File: src/rtl/mem_wb_stage.sv
// MEM/WB pipeline register with valid/stall/flush and an internal write-back mux.
// Optional retire counter enabled by defining MEM_WB_RETIRE_CNT_EN.
module mem_wb_stage #(
  parameter int DATA_W           = 16,
  parameter int REG_AW           = 3,
  parameter int NEG_EDGE         = 1,
  parameter int ZERO_REG_PROTECT = 1
) (
  input  logic              clk,
  input  logic              rst_n,
  input  logic              i_Valid,
  input  logic              i_Stall,
  input  logic              i_Flush,
  input  logic              i_Sig_MemtoReg,
  input  logic              i_Sig_RegWrite,
  input  logic [REG_AW-1:0] i_Write_Register,
  input  logic [DATA_W-1:0] i_Read_Data,
  input  logic [DATA_W-1:0] i_ALU_Result,
  output logic              o_Valid,
  output logic              o_Sig_MemtoReg,
  output logic              o_Sig_RegWrite,
  output logic [REG_AW-1:0] o_Write_Register,
  output logic [DATA_W-1:0] o_Read_Data,
  output logic [DATA_W-1:0] o_ALU_Result,
  output logic [DATA_W-1:0] o_Write_Data,
  output logic              o_Reg_We
`ifdef MEM_WB_RETIRE_CNT_EN
  ,
  input  logic              i_Cnt_Clr,
  output logic [31:0]       o_Retire_Cnt
`endif
);

  typedef struct packed {
    logic              valid;
    logic              memtoreg;
    logic              regwrite;
    logic [REG_AW-1:0] wr_reg;
    logic [DATA_W-1:0] rd_data;
    logic [DATA_W-1:0] alu;
  } stage_t;

  stage_t stage_d, stage_q;
  logic   load;

  if (DATA_W < 1 || REG_AW < 1) begin : g_bad_width
    $error("mem_wb_stage: DATA_W and REG_AW must both be at least 1");
  end

  assign load = !i_Flush && !i_Stall;

  always_comb begin
    stage_d = stage_q;
    if (i_Flush) begin
      stage_d = '0;
    end else if (!i_Stall) begin
      stage_d.valid    = i_Valid;
      stage_d.memtoreg = i_Sig_MemtoReg;
      stage_d.regwrite = i_Sig_RegWrite;
      stage_d.wr_reg   = i_Write_Register;
      stage_d.rd_data  = i_Read_Data;
      stage_d.alu      = i_ALU_Result;
    end
  end

`ifdef MEM_WB_RETIRE_CNT_EN
  logic [31:0] retire_cnt_d, retire_cnt_q;

  // Clear wins over an increment on the same edge; wraps naturally at 2^32.
  always_comb begin
    retire_cnt_d = retire_cnt_q;
    if (i_Cnt_Clr) begin
      retire_cnt_d = '0;
    end else if (load && i_Valid) begin
      retire_cnt_d = retire_cnt_q + 32'd1;
    end
  end

  assign o_Retire_Cnt = retire_cnt_q;
`endif

  // One capture edge per build: the register bank is elaborated for exactly one polarity.
  if (NEG_EDGE != 0) begin : g_neg
    always_ff @(negedge clk or negedge rst_n) begin
      if (!rst_n) begin
        stage_q <= '0;
`ifdef MEM_WB_RETIRE_CNT_EN
        retire_cnt_q <= '0;
`endif
      end else begin
        stage_q <= stage_d;
`ifdef MEM_WB_RETIRE_CNT_EN
        retire_cnt_q <= retire_cnt_d;
`endif
      end
    end
  end else begin : g_pos
    always_ff @(posedge clk or negedge rst_n) begin
      if (!rst_n) begin
        stage_q <= '0;
`ifdef MEM_WB_RETIRE_CNT_EN
        retire_cnt_q <= '0;
`endif
      end else begin
        stage_q <= stage_d;
`ifdef MEM_WB_RETIRE_CNT_EN
        retire_cnt_q <= retire_cnt_d;
`endif
      end
    end
  end

  assign o_Valid          = stage_q.valid;
  assign o_Sig_MemtoReg   = stage_q.memtoreg;
  assign o_Sig_RegWrite   = stage_q.regwrite;
  assign o_Write_Register = stage_q.wr_reg;
  assign o_Read_Data      = stage_q.rd_data;
  assign o_ALU_Result     = stage_q.alu;

  // Write-back mux and qualified enable; a stalled valid write simply repeats.
  assign o_Write_Data = stage_q.memtoreg ? stage_q.rd_data : stage_q.alu;
  assign o_Reg_We     = stage_q.valid && stage_q.regwrite &&
                        ((ZERO_REG_PROTECT != 0) ? (stage_q.wr_reg != '0) : 1'b1);

endmodule

File: config.mk
export PLATFORM = sky130hd
export DESIGN_NAME = mem_wb_stage
export DESIGN_NICKNAME = d
export VERILOG_FILES = /design/src/rtl/mem_wb_stage.sv
export SDC_FILE = /design/constraint.sdc
export NUM_CORES = 1
export LEC_CHECK = 0
export BUFFER_PORTS_ARGS = -buffer_cell sky130_fd_sc_hd__buf_2
export CAP_MARGIN = 20
export CORE_ASPECT_RATIO = 2
export CORE_MARGIN = 1.5
export CORE_UTILIZATION = 40
export DETAILED_ROUTE_END_ITERATION = 10
export GPL_TIMING_DRIVEN = 0
export PLACE_DENSITY = 0.76
export SETUP_SLACK_MARGIN = 0.4
export SYNTH_ARGS = -nofsm -noshare
export SYNTH_HDL_FRONTEND = slang
export SYNTH_SLANG_ARGS = --single-unit
File: constraint.sdc
create_clock -name clk -period 1.1 [get_ports clk]
set_input_delay 0.11 -clock clk [delete_from_list [all_inputs] [get_ports clk]]
set_output_delay 0.11 -clock clk [all_outputs]
set_load 0.02 [all_outputs]
Word level (Yosys, flattened, before mapping)
Cells that the tools add are included.
W data, S select, Z words.

word-level totals
  register bits = 38
  bits in latches = 0
  memory bits (writable) = 0
  memory bits (read-only) = 0
  input port bits = 42
  memories = 0

cells by class
  add/sub/neg operators = 0
  multipliers = 0
  div/mod/pow operators = 0
  order comparisons = 0
  equality and inequality tests = 1
  shift-type cells = 0
  muxes and demuxes = 3
  bitwise operators = 0
  reduce and logical (&&, ||, !) cells = 3

operators by type and width
  kind                  count
  $mux W38              2
  $mux W16              1
  $reduce_bool A3 Y1    1
  $logic_and A1 B1 Y1   2
  $ne A2 B1 Y1 const B  1

Longest topological paths before layout
Gate-level depths: netlist (run 1).

  depth in word-level cells = 2
  depth in mapped cells = 4
  mapped depth without buffers = 2

==> results of run 1 <==
## power by group
group	leakage (nW)	switching, W	internal, W
Clock	0.0573	0.000456	0.000725
Sequential	0.504	0.0000876	0.00149
Combinational	1.06	0.000417	0.000530
Total	1.62	0.000961	0.00274
## stage by stage
step	power, W	util [%]	area [sq um]	setup TNS [ps]
final	0.003705	70.36	3053	-33210
after CTS	0.003673	67.79	2942	-33570
after detailed placement	0.002277	54.67	2372	-31680
after global placement	0.002268	54.67	2372	-31740
after floorplan	0.002008	-	1834	-18210
after global routing	0.003852	70.36	3053	-34950
## final cells by class
class	instances	area (sq um)
Tap cell	54	67.56
Sequential cell	38	950.9
Buffer	10	145.1
Fill cell	314	1286
Timing Repair Buffer	104	984.7
Multi-Input combinational cell	93	792.0
Clock inverter	1	30.03
Clock buffer	6	82.58
## cell families (layout without fill, tap and decap cells)
group           after synthesis  after routing
flops                        38             38
simple gates                 38             38
buf+inv                      10            121
compound gates                1              1
mux                          54             54
## path summary, 6_finish.rpt
| check | from | to | slack [ps] | cells after the start |
|---|---|---|---|---|
| worst max register to register | o_Sig_MemtoReg$_DFFE_NN0P_ | o_Sig_MemtoReg$_DFFE_NN0P_ | 130 | 4 |
| worst max-delay path | o_Sig_MemtoReg$_DFFE_NN0P_ | o_Write_Data[11] | -990 | 4 |
| min in group clk | i_Read_Data[9] | o_Read_Data[9]$_DFFE_NN0P_ | 490 | 3 |
| worst min register to register | o_Read_Data[14]$_DFFE_NN0P_ | o_Read_Data[14]$_DFFE_NN0P_ | 520 | 2 |
| max in group asynchronous | rst_n | o_ALU_Result[3]$_DFFE_NN0P_ | 530 | 1 |
| worst min-delay path | rst_n | o_Write_Register[1]$_DFFE_NN0P_ | 210 | 1 |
## state kept, by name (all words and copies together) (netlist names)
signal / cells
o_ALU_Result: 16
o_Read_Data: 16
o_Sig_MemtoReg: 1
o_Sig_RegWrite: 1
o_Valid: 1
o_Write_Register: 3
## per-layer routing
| layer | global-route usage (%) | routed length (um) | up-vias |
|---|---|---|---|
| met5 | 0 | 0 | - |
| met4 | 7.692 | 74 | 0 |
| met3 | 3.385 | 193 | 6 |
| met2 | 37.04 | 2857 | 48 |
| met1 | 21.22 | 1672 | 731 |
| li1 | - | - | 700 |
## cell usage after synthesis, drive strengths merged
| master | n | area (sq um) |
|---|---|---|
| clkbuf | 2 | 7.510 |
| mux2i | 38 | 380.4 |
| mux2 | 16 | 214.0 |
| nor2 | 38 | 142.6 |
| o311a | 1 | 10.01 |
| buf | 8 | 86.32 |
| dfrtn | 38 | 950.9 |
## critical path, delay by kind of cell (launching register included)
family	cells	cell delay (ps)
multiplexers	1	300
flip-flops	1	410
buffers and inverters	3	420
## timing repair
action                                  CTS  global route
gates resized for setup                 107            22
buffers inserted                          4             2
cloned                                    3             1
pin swaps                                 1             3
endpoints found under the setup margin  131            93
==> summary.md, run 1 <==
| Metric | Value |
|---|---|
| Vias in the first global route | `about 1,500` |
| DRT iter0 DRCs | `13` |
| Netlist Area Pre-Place | `1792 sq um` |
| DIE WIDTH | `about 50 um` |
| Total Wirelength | `approximately 4800 um` |
| Leakage | `around 1.6 nW` |
| Simple-Gate Fraction of Synth Area | `approximately 8%` |
| Failing checks | `setup timing` |
| Post-Layout Cell Count | `306` |
| Synthesis Warnings | `0` |
| Crit Path Max Fanout | `5` |
| Via count | `1,485` |
| Net count after synthesis | `183` |
| PortBufs | `94` |
| # IOs | `97` |
| RSZ-0062 raised after global routing | `yes` |
| H-Tree Depth | `2` |
| TritonCTS clock tree | `built` |
| DP Worst Slack | `-750.0 ps` |
| Initial Utilization | `41.29%` |
| Crit-path slowest cell | `dfrtn_1` |
| Row count | `34` |
| Core area | `~4300 sq um` |
| CP startpoint kind | `register` |
| Slew headroom | `68.65%` |
| Post-Synth XOR/XNOR Area | `0%` |
| Worst-path clk slew | `roughly 50 ps` |
| Post-Synth Adder-Cell Area | `0%` |
| Sink Count | `38` |
| Crit-path max cell delay | `roughly 410 ps` |
| Placed cells | `between 200 and 300` |
| Arrival time worst endpoint | `~2000 ps` |
| Sequential share of the synthesized area | `between 50% and 60%` |
| Synth-to-layout area growth | `70.39%` |
| Max Cap Viol | `0` |
| WHS | `214.2 ps` |
| CP required | `between 900 and 1000 ps` |
| Most common cell after layout, fill and taps aside | `buf_6` |
| Outcome | `complete, but fails checks` |
| Root Buffer | `clkbuf_8` |
| Final net count | `294` |
| # setup viols final | `55` |
| CP endpoint kind | `primary output` |
| TritonCTS buffer count | `5` |
| Hold_buf cts | `0` |
| Die area | `approximately 5000 sq um` |
| Layout Skew | `0 ps` |
| Die Span Y | `97.65 um` |
| Hold Fails Final Rpt | `0` |
| Initial antenna violation count | `0` |
| Synthesized netlist cell count | `around 140` |
| Syn_area_per_cell | `between 10 and 15 sq um` |
| Most frequent cells in the layout | `buf_6 (56), buf_2 (40), nor2_1 (38), dfrtn_1 (38), mux2i_1 (35)` |
| Largest net degree at the start of global routing | `39` |
| Wire per inst | `roughly 16 um` |
| First-pass GRT wire length | `about 7400 um` |
| DRC | `0` |
| Antenna-violating nets left | `0` |
| Most used cell along the critical path | `buf_6` |
| GPL Wtd Cong | `0.8018` |
| PD cells | `~1200 nW/um^2` |
| Hold crit path type | `input port to async pin` |
| Final Max Tran Viols | `0` |
| GR Overflow Total | `0` |
| Longest Clk Path Bufs | `2` |
| Compound-Gate Fraction of Synth Area | `less than 1%` |
| Share of cells above drive strength 1 | `between 50% and 60%` |
| GRT Util Overall | `between 15 and 20%` |
| Crit path cell chain | `buf_6 -> clkbuf_16 -> mux2_4 -> buf_6` |
| Antenna fix cells | `0` |
| Skew-Pair Late Insertion Delay | `between 200 and 300 ps` |
| Multiplexer share of the synthesized area | `around 33%` |
| DR vias/cell | `between 4 and 5` |
| Crit path kind | `register to primary output` |
| Netlist cell types | `12` |
| DR pass1 iterations | `4` |
| Final worst slack | `-991.3 ps` |
| Largest family of logic cells by synthesized area | `multiplexers` |
| Worst IR Drop VDD | `about 0.00099 V` |
| Synth Register Bits | `38` |
| Hpwl dp | `3344 um` |
| Worst Tran Pin Value | `between 400 and 500 ps` |
No activity file was read; power rests on OpenSTA's default activity.
==> run 2, diff against run 1 <==
--- a/config.mk
+++ b/config.mk
@@ -9,10 +9,10 @@
 export CAP_MARGIN = 20
 export CORE_ASPECT_RATIO = 2
 export CORE_MARGIN = 1.5
-export CORE_UTILIZATION = 40
+export CORE_UTILIZATION = 44
 export DETAILED_ROUTE_END_ITERATION = 10
 export GPL_TIMING_DRIVEN = 0
-export PLACE_DENSITY = 0.76
+export PLACE_DENSITY = 0.79
 export SETUP_SLACK_MARGIN = 0.4
 export SYNTH_ARGS = -nofsm -noshare
 export SYNTH_HDL_FRONTEND = slang
==> constraint.sdc (replaced) <==
create_clock -name clk -period 2.3 [get_ports clk]
set_input_delay 0.23 -clock clk [delete_from_list [all_inputs] [get_ports clk]]
set_output_delay 0.23 -clock clk [all_outputs]
set_load 0.02 [all_outputs]
==> run 2 against run 1 <==
Effect of this change: the run still ends with setup timing left; global-route usage rose by 2.9 points; core utilization up 5.1 points; sequential cell count unchanged; via count rose by 3.0%; clock power is 61% lower; die area down 8.7%; routed wire length is 5.9% higher.
==> summary.md, run 2 (same netlist as run 1, synthesis figures left out) <==
| Metric | Value |
|---|---|
| Outcome | `complete, but fails checks` |
| Failing checks | `setup timing` |
| CP required | `2070 ps (+1080 ps)` |
| CP endpoint kind | `primary output` |
| Worst-path clk slew | `50 ps (about the same)` |
| Via count | `1,530 (+3.0%)` |
| Most frequent cells in the layout | `buf_6 (58), buf_2 (41), mux2i_1 (38), nor2_1 (38), dfrtn_1 (38)` |
| Largest net degree at the start of global routing | `39 (unchanged)` |
| Crit path kind | `register to primary output` |
| Most common cell after layout, fill and taps aside | `buf_6` |
| DP Worst Slack | `-279.9 ps (+470.2 ps)` |
| Antenna fix cells | `0 (unchanged)` |
| PortBufs | `94 (unchanged)` |
| Reg2reg start | `o_Write_Register[1]$_DFFE_NN0P_` |
| Fillers | `284 (-9.6%)` |
| Slew headroom | `46.24% (-22 points)` |
| Overall Power | `0.001657 W (-55%)` |
| RSZ-0062 raised after global routing | `yes` |
| H-Tree Depth | `2 (unchanged)` |
| Leakage | `1.571 nW (-2.9%)` |
| TritonCTS buffer count | `5 (unchanged)` |
| DRT iter0 DRCs | `11 (-2)` |
| Core area | `3884 sq um (-10%)` |
| Die area | `4487 sq um (-8.7%)` |
| Worst Tran Pin Value | `806.3 ps (+336.1 ps)` |
| Share of cells above drive strength 1 | `54.18% (-1.8 points)` |
| Most used cell along the critical path | `buf_6` |
| Total Wirelength | `5078 um (+5.9%)` |
| Hpwl dp | `3183 um (-4.8%)` |
| GPL Wtd Cong | `0.7593 (-5.3%)` |
| Sink Count | `38 (unchanged)` |
| Worst IR Drop VDD | `0.0004507 V (-55%)` |
| GRT Util Overall | `22.79% (+2.9 points)` |
| R2r setup slk | `1260 ps (+1130 ps)` |
| DRC | `0 (unchanged)` |
| Register area | `950.9 sq um (unchanged)` |
| # IOs | `97 (unchanged)` |
| Crit path cell chain | `buf_6 -> clkbuf_16 -> mux2_4 -> buf_6` |
| DR vias/cell | `5.066 (+4.4%)` |
| Final Max Tran Viols | `0 (unchanged)` |
| Crit-path max cell delay | `420 ps (about the same)` |
| Crit-path slowest cell | `dfrtn_1` |
| Arrival time worst endpoint | `2590 ps (+610 ps)` |
| Longest Clk Path Bufs | `2 (unchanged)` |
| Crit Path Max Fanout | `5 (unchanged)` |
| Final net count | `292 (-0.68%)` |
| GR Overflow Total | `0 (unchanged)` |
| Skew-Pair Late Insertion Delay | `290 ps (about the same)` |
| R2R Path End | `o_Write_Register[1]$_DFFE_NN0P_` |
| Initial antenna violation count | `0 (unchanged)` |
| TritonCTS clock tree | `built` |
| DIE WIDTH | `48.12 um (-4.4%)` |
| Hold crit path type | `register to register` |
| Max Cap Viol | `0 (unchanged)` |
| # setup viols final | `20 (-64%)` |
| Wire per inst | `16.81 um (+7.3%)` |
| Hold_buf cts | `0 (unchanged)` |
| Final worst slack | `-523.9 ps (+467.4 ps)` |
| Initial Utilization | `46.13% (+4.8 points)` |
| Vias in the first global route | `1,570 (+3.2%)` |
| Synth-to-layout area growth | `63.62%` |
| DR pass1 iterations | `4 (unchanged)` |
| HP Start | `o_ALU_Result[2]$_DFFE_NN0P_` |
| Layout Skew | `0 ps (unchanged)` |
| Hold Path Cell Cnt | `2` |
| Area occupied by multi-input gates | `784.5 sq um (-0.95%)` |
| Min-Delay Endpoint | `o_ALU_Result[2]$_DFFE_NN0P_` |
| Row count | `32 (-5.9%)` |
| PD cells | `565.2 nW/um^2 (-53%)` |
| Root Buffer | `clkbuf_8` |
| CP startpoint kind | `register` |
| Worst r2r path cells | `5 (+1)` |
| Die Span Y | `93.25 um (-4.5%)` |
| Hold Fails Final Rpt | `0 (unchanged)` |
| Antenna-violating nets left | `0 (unchanged)` |
| First-pass GRT wire length | `7203 um (-2.7%)` |
[run 2: repair_timing]
action / 4_1_cts / 5_1_grt
hold endpoints to repair: 0 / 0
endpoints found under the setup margin: 55 / 55
buffers inserted: 3 / 4
gates cloned: 0 / 1
resized for setup: 98 / 22
[run 2: critical path, delay by kind of cell (launching register included)]
family | cells | cell delay [ps]
flip-flops | 1 | 420
buffers and inverters | 3 | 430
multiplexers | 1 | 300
[run 2: worst max-delay path by stage]
stage | from | endpoint | slack, ps | cells after the start
finish | o_Sig_MemtoReg$_DFFE_NN0P_ | o_Write_Data[13] | -520 | 4
global route | o_Sig_MemtoReg$_DFFE_NN0P_ | o_Write_Data[6] | -560 | 4
CTS | o_Sig_MemtoReg$_DFFE_NN0P_ | o_Write_Data[10] | -540 | 4
detailed placement | o_Sig_MemtoReg$_DFFE_NN0P_ | o_Write_Data[11] | -280 | 4
global placement | o_Sig_MemtoReg$_DFFE_NN0P_ | o_Write_Data[13] | -270 | 4
floorplan | o_Sig_MemtoReg$_DFFE_NN0P_ | o_Write_Data[10] | -240 | 3
[run 2: layout make-up]
| cell class | instances | area share (%) |
|---|---|---|
| plain buffers | 10 | 4.268 |
| clock buffers | 6 | 2.817 |
| clock inverters | 2 | 0.4268 |
| multi-input cells | 93 | 26.76 |
| flip-flops and latches | 38 | 32.44 |
| well taps | 51 | 2.177 |
| repair buffers | 102 | 31.11 |
[run 2: power by group]
| part | total (W) | internal, W | switching (W) | leakage [nW] |
|---|---|---|---|---|
| combinational | 0.000436 | 0.000236 | 0.000200 | 1.02 |
| sequential | 0.000755 | 0.000712 | 0.0000432 | 0.504 |
| clock | 0.000466 | 0.000241 | 0.000225 | 0.0472 |
| total | 0.00166 | 0.00119 | 0.000468 | 1.57 |
[run 2: metal layers]
| metal | vias to the layer above | share of wire [%] | GRT usage, % |
|---|---|---|---|
| li1 | 698 | - | - |
| met1 | 740 | 31 | 21.02 |
| met2 | 69 | 59 | 41.33 |
| met3 | 23 | 5.1 | 5.212 |
| met4 | 0 | 4.7 | 12.16 |
| met5 | - | 0 | 0 |
[run 2: stage by stage]
step	area, sq um	std cells	utilization, %	setup TNS [ps]	hold slack [ps]
after detailed placement	2364	286	60.86	-3282	494.0
after CTS	2805	297	72.23	-8328	528.2
after global placement	2364	286	60.86	-3190	481.2
final	2932	302	75.48	-8402	532.5
after global routing	2932	302	75.48	-9214	556.2
after floorplan	1829	141	-	-3128	609.9
==> run 3, diff against run 2 <==
--- a/config.mk
+++ b/config.mk
@@ -7,12 +7,14 @@
 export LEC_CHECK = 0
 export BUFFER_PORTS_ARGS = -buffer_cell sky130_fd_sc_hd__buf_2
 export CAP_MARGIN = 20
+export CELL_PAD_IN_SITES_DETAIL_PLACEMENT = 1
+export CELL_PAD_IN_SITES_GLOBAL_PLACEMENT = 2
 export CORE_ASPECT_RATIO = 2
 export CORE_MARGIN = 1.5
-export CORE_UTILIZATION = 44
+export CORE_UTILIZATION = 26
 export DETAILED_ROUTE_END_ITERATION = 10
 export GPL_TIMING_DRIVEN = 0
-export PLACE_DENSITY = 0.79
+export PLACE_DENSITY_LB_ADDON = 0.1
 export SETUP_SLACK_MARGIN = 0.4
 export SYNTH_ARGS = -nofsm -noshare
 export SYNTH_HDL_FRONTEND = slang
==> run 3 against run 2 <==
Effect of this change: the run still ends with setup timing left; die area up 66%; clock power up 37%; clock-buffer cell count up 1; sequential cell count unchanged; global-route usage down 7.1 points; sequential share of layout area down 0.77 points; core utilization down 30 points; cell area up 2.4%; routed wire length up 7.7%; first-iteration DRC count up 150%; largest power group unchanged; highest routed layer unchanged.
==> summary.md, run 3 (same netlist as run 1, synthesis figures left out) <==
| Metric | Value |
|---|---|
| Synth-to-layout area growth | `67.60%` |
| Worst Tran Pin Value | `877.8 ps (+71.51 ps)` |
| Die area | `7429 sq um (+66%)` |
| Longest Clk Path Bufs | `2 (unchanged)` |
| Post-Layout Cell Count | `336 (+11%)` |
| Slew headroom | `41.48% (-4.8 points)` |
| GRT Util Overall | `15.68% (-7.1 points)` |
| Hpwl dp | `3933 um (+24%)` |
| DIE WIDTH | `61.70 um (+28%)` |
| Arrival time worst endpoint | `2580 ps (about the same)` |
| Internal | `0.001344 W (+13%)` |
| Most common cell after layout, fill and taps aside | `buf_6` |
| Switching Fraction | `26.35% (-1.9 points)` |
| Most used cell along the critical path | `buf_6` |
| Part of the power in registers | `41.4% (-4.2 points)` |
| Layout Skew | `0 ps (unchanged)` |
| Antenna fix cells | `0 (unchanged)` |
| Die Span Y | `120.4 um (+29%)` |
| Comb pwr share | `23.7% (-2.6 points)` |
| CP endpoint kind | `primary output` |
| # setup viols final | `21 (+5.0%)` |
| Crit path kind | `register to primary output` |
| Worst-path clk slew | `40 ps (about the same)` |
| CP startpoint kind | `register` |
| Crit path cell chain | `buf_6 -> buf_12 -> mux2_4 -> buf_6` |
| Share of cells above drive strength 1 | `52.82% (-1.4 points)` |
| Fillers | `758 (+170%)` |
| PD cells | `607.9 nW/um^2 (+7.6%)` |
| Crit-path max cell delay | `420 ps (about the same)` |
| Initial Utilization | `27.06% (-19 points)` |
| Final net count | `290 (-0.68%)` |
| HP Start | `o_ALU_Result[1]$_DFFE_NN0P_` |
| Worst r2r path cells | `4 (-1)` |
| Root Buffer | `clkbuf_16` |
| Most frequent cells in the layout | `buf_6 (58), buf_2 (42), mux2i_1 (38), nor2_1 (38), dfrtn_1 (38)` |
| DRT iter0 DRCs | `27 (+16)` |
| TritonCTS buffer count | `5 (unchanged)` |
| Overall Power | `0.001826 W (+10%)` |
| DR vias/cell | `4.411 (-13%)` |
| R2r setup slk | `1330 ps (+70 ps)` |
| End-of-flow core utilization | `45.35% (-30 points)` |
| Crit Path Max Fanout | `5 (unchanged)` |
| Largest net degree at the start of global routing | `39 (unchanged)` |
| Crit-path slowest cell | `dfrtn_1` |
| Final instance area | `3003 sq um (+2.4%)` |
| Final worst slack | `-511.6 ps (+12.29 ps)` |
| Hold Path Cell Cnt | `2 (unchanged)` |
| WHS | `520.8 ps (-11.72 ps)` |
| Hold_buf cts | `0 (unchanged)` |
| # IOs | `97 (unchanged)` |
| RSZ-0062 raised after global routing | `yes` |
| Final Max Tran Viols | `0 (unchanged)` |
| Clock power frac | `34.9% (+6.8 points)` |
| GPL Wtd Cong | `0.6777 (-11%)` |
| Skew-Pair Late Insertion Delay | `290 ps (about the same)` |
| Outcome | `complete, but fails checks` |
| Row count | `42 (+31%)` |
| R2R Path End | `o_Sig_MemtoReg$_DFFE_NN0P_` |
| Hold crit path type | `register to register` |
| Via count | `1,482 (-3.1%)` |
| H-Tree Depth | `2 (unchanged)` |
| DP Area | `2410 sq um (+2.0%)` |
| Antenna-violating nets left | `0 (unchanged)` |
| DRC | `0 (unchanged)` |
| Sink Count | `38 (unchanged)` |
| Placed cells | `323 (+13%)` |
| CP required | `2070 ps (about the same)` |
| Max Cap Viol | `0 (unchanged)` |
| Leakage | `1.578 nW (+0.43%)` |
| Reg2reg start | `o_Sig_MemtoReg$_DFFE_NN0P_` |
| Vias in the first global route | `1,708 (+8.8%)` |
| GR Overflow Total | `0 (unchanged)` |
| Failing checks | `setup timing` |
| PortBufs | `94 (unchanged)` |
| Worst IR Drop VDD | `0.0003885 V (-14%)` |
| Hold Fails Final Rpt | `0 (unchanged)` |
| Wire per inst | `16.27 um (-3.2%)` |
| Core area | `6621 sq um (+70%)` |
| TritonCTS clock tree | `built` |
| First-pass GRT wire length | `8597 um (+19%)` |
| Sw Pwr | `0.0004811 W (+2.8%)` |
| Min-Delay Endpoint | `o_ALU_Result[1]$_DFFE_NN0P_` |
| Initial antenna violation count | `0 (unchanged)` |
| DR pass1 iterations | `3 (-1)` |
| Total Wirelength | `5467 um (+7.7%)` |
run 3: cell count changes in the layout (fill, tap and decap cells not counted), sizes merged:
cell	delta
clkinv	-1
clkbuf	-1
clkinvlp	-1
run 3: how the worst max path moves through the flow:
stage,start,end,slack [ps],depth (start not counted)
finish,o_Sig_MemtoReg$_DFFE_NN0P_,o_Write_Data[11],-510,4
CTS,o_Sig_MemtoReg$_DFFE_NN0P_,o_Write_Data[14],-520,4
global route,o_Sig_MemtoReg$_DFFE_NN0P_,o_Write_Data[3],-550,4
floorplan,o_Sig_MemtoReg$_DFFE_NN0P_,o_Write_Data[10],-240,3
global placement,o_Sig_MemtoReg$_DFFE_NN0P_,o_Write_Data[13],-290,4
detailed placement,o_Sig_MemtoReg$_DFFE_NN0P_,o_Write_Data[4],-290,4
run 3: worst max-delay path, delay by kind of cell (launching register included):
kind                   cells  cell delay (ps)
multiplexers               1              310
flip-flops                 1              420
buffers and inverters      3              410
run 3: layout make-up:
type / instances / area (sq um) / area share (%)
Tap cell: 88 / 110.1 / 3.667
Buffer: 10 / 125.1 / 4.167
Timing Repair Buffer: 100 / 899.6 / 29.96
Multi-Input combinational cell: 93 / 784.5 / 26.12
Clock buffer: 7 / 132.6 / 4.417
Sequential cell: 38 / 950.9 / 31.67
run 3: through the flow:
step	setup TNS, ps	setup WS [ps]
2_1_floorplan	-3128	-237.4
3_3_place_gp	-3402	-285.1
3_5_place_dp	-3518	-290.5
4_1_cts	-8582	-516.1
5_1_grt	-9495	-550.2
6_report	-8579	-511.6
run 3: per-layer routing:
layer  global-route usage (%)  share of wire [%]  vias up
met5                        0                  0        -
met2                    29.34                 60       61
met3                    3.957                6.3        2
li1                         -                  -      696
met4                    3.989               0.66        0
met1                    16.26                 33      723
run 3: power groups by stage:
stage | combinational, W | sequential [W] | clock, W
2_1_floorplan | 0.000162 | 0.000797 | 0
3_3_place_gp | 0.000336 | 0.000758 | 0
3_5_place_dp | 0.000337 | 0.000760 | 0
4_1_cts | 0.000435 | 0.000757 | 0.000666
5_1_grt | 0.000466 | 0.000762 | 0.000690
6_report | 0.000433 | 0.000756 | 0.000637
run 3: repair_timing:
action	in CTS	in global routing
endpoints found under the setup margin	55	57
cloned	1	0
buffers inserted	3	2
resized for setup	119	3
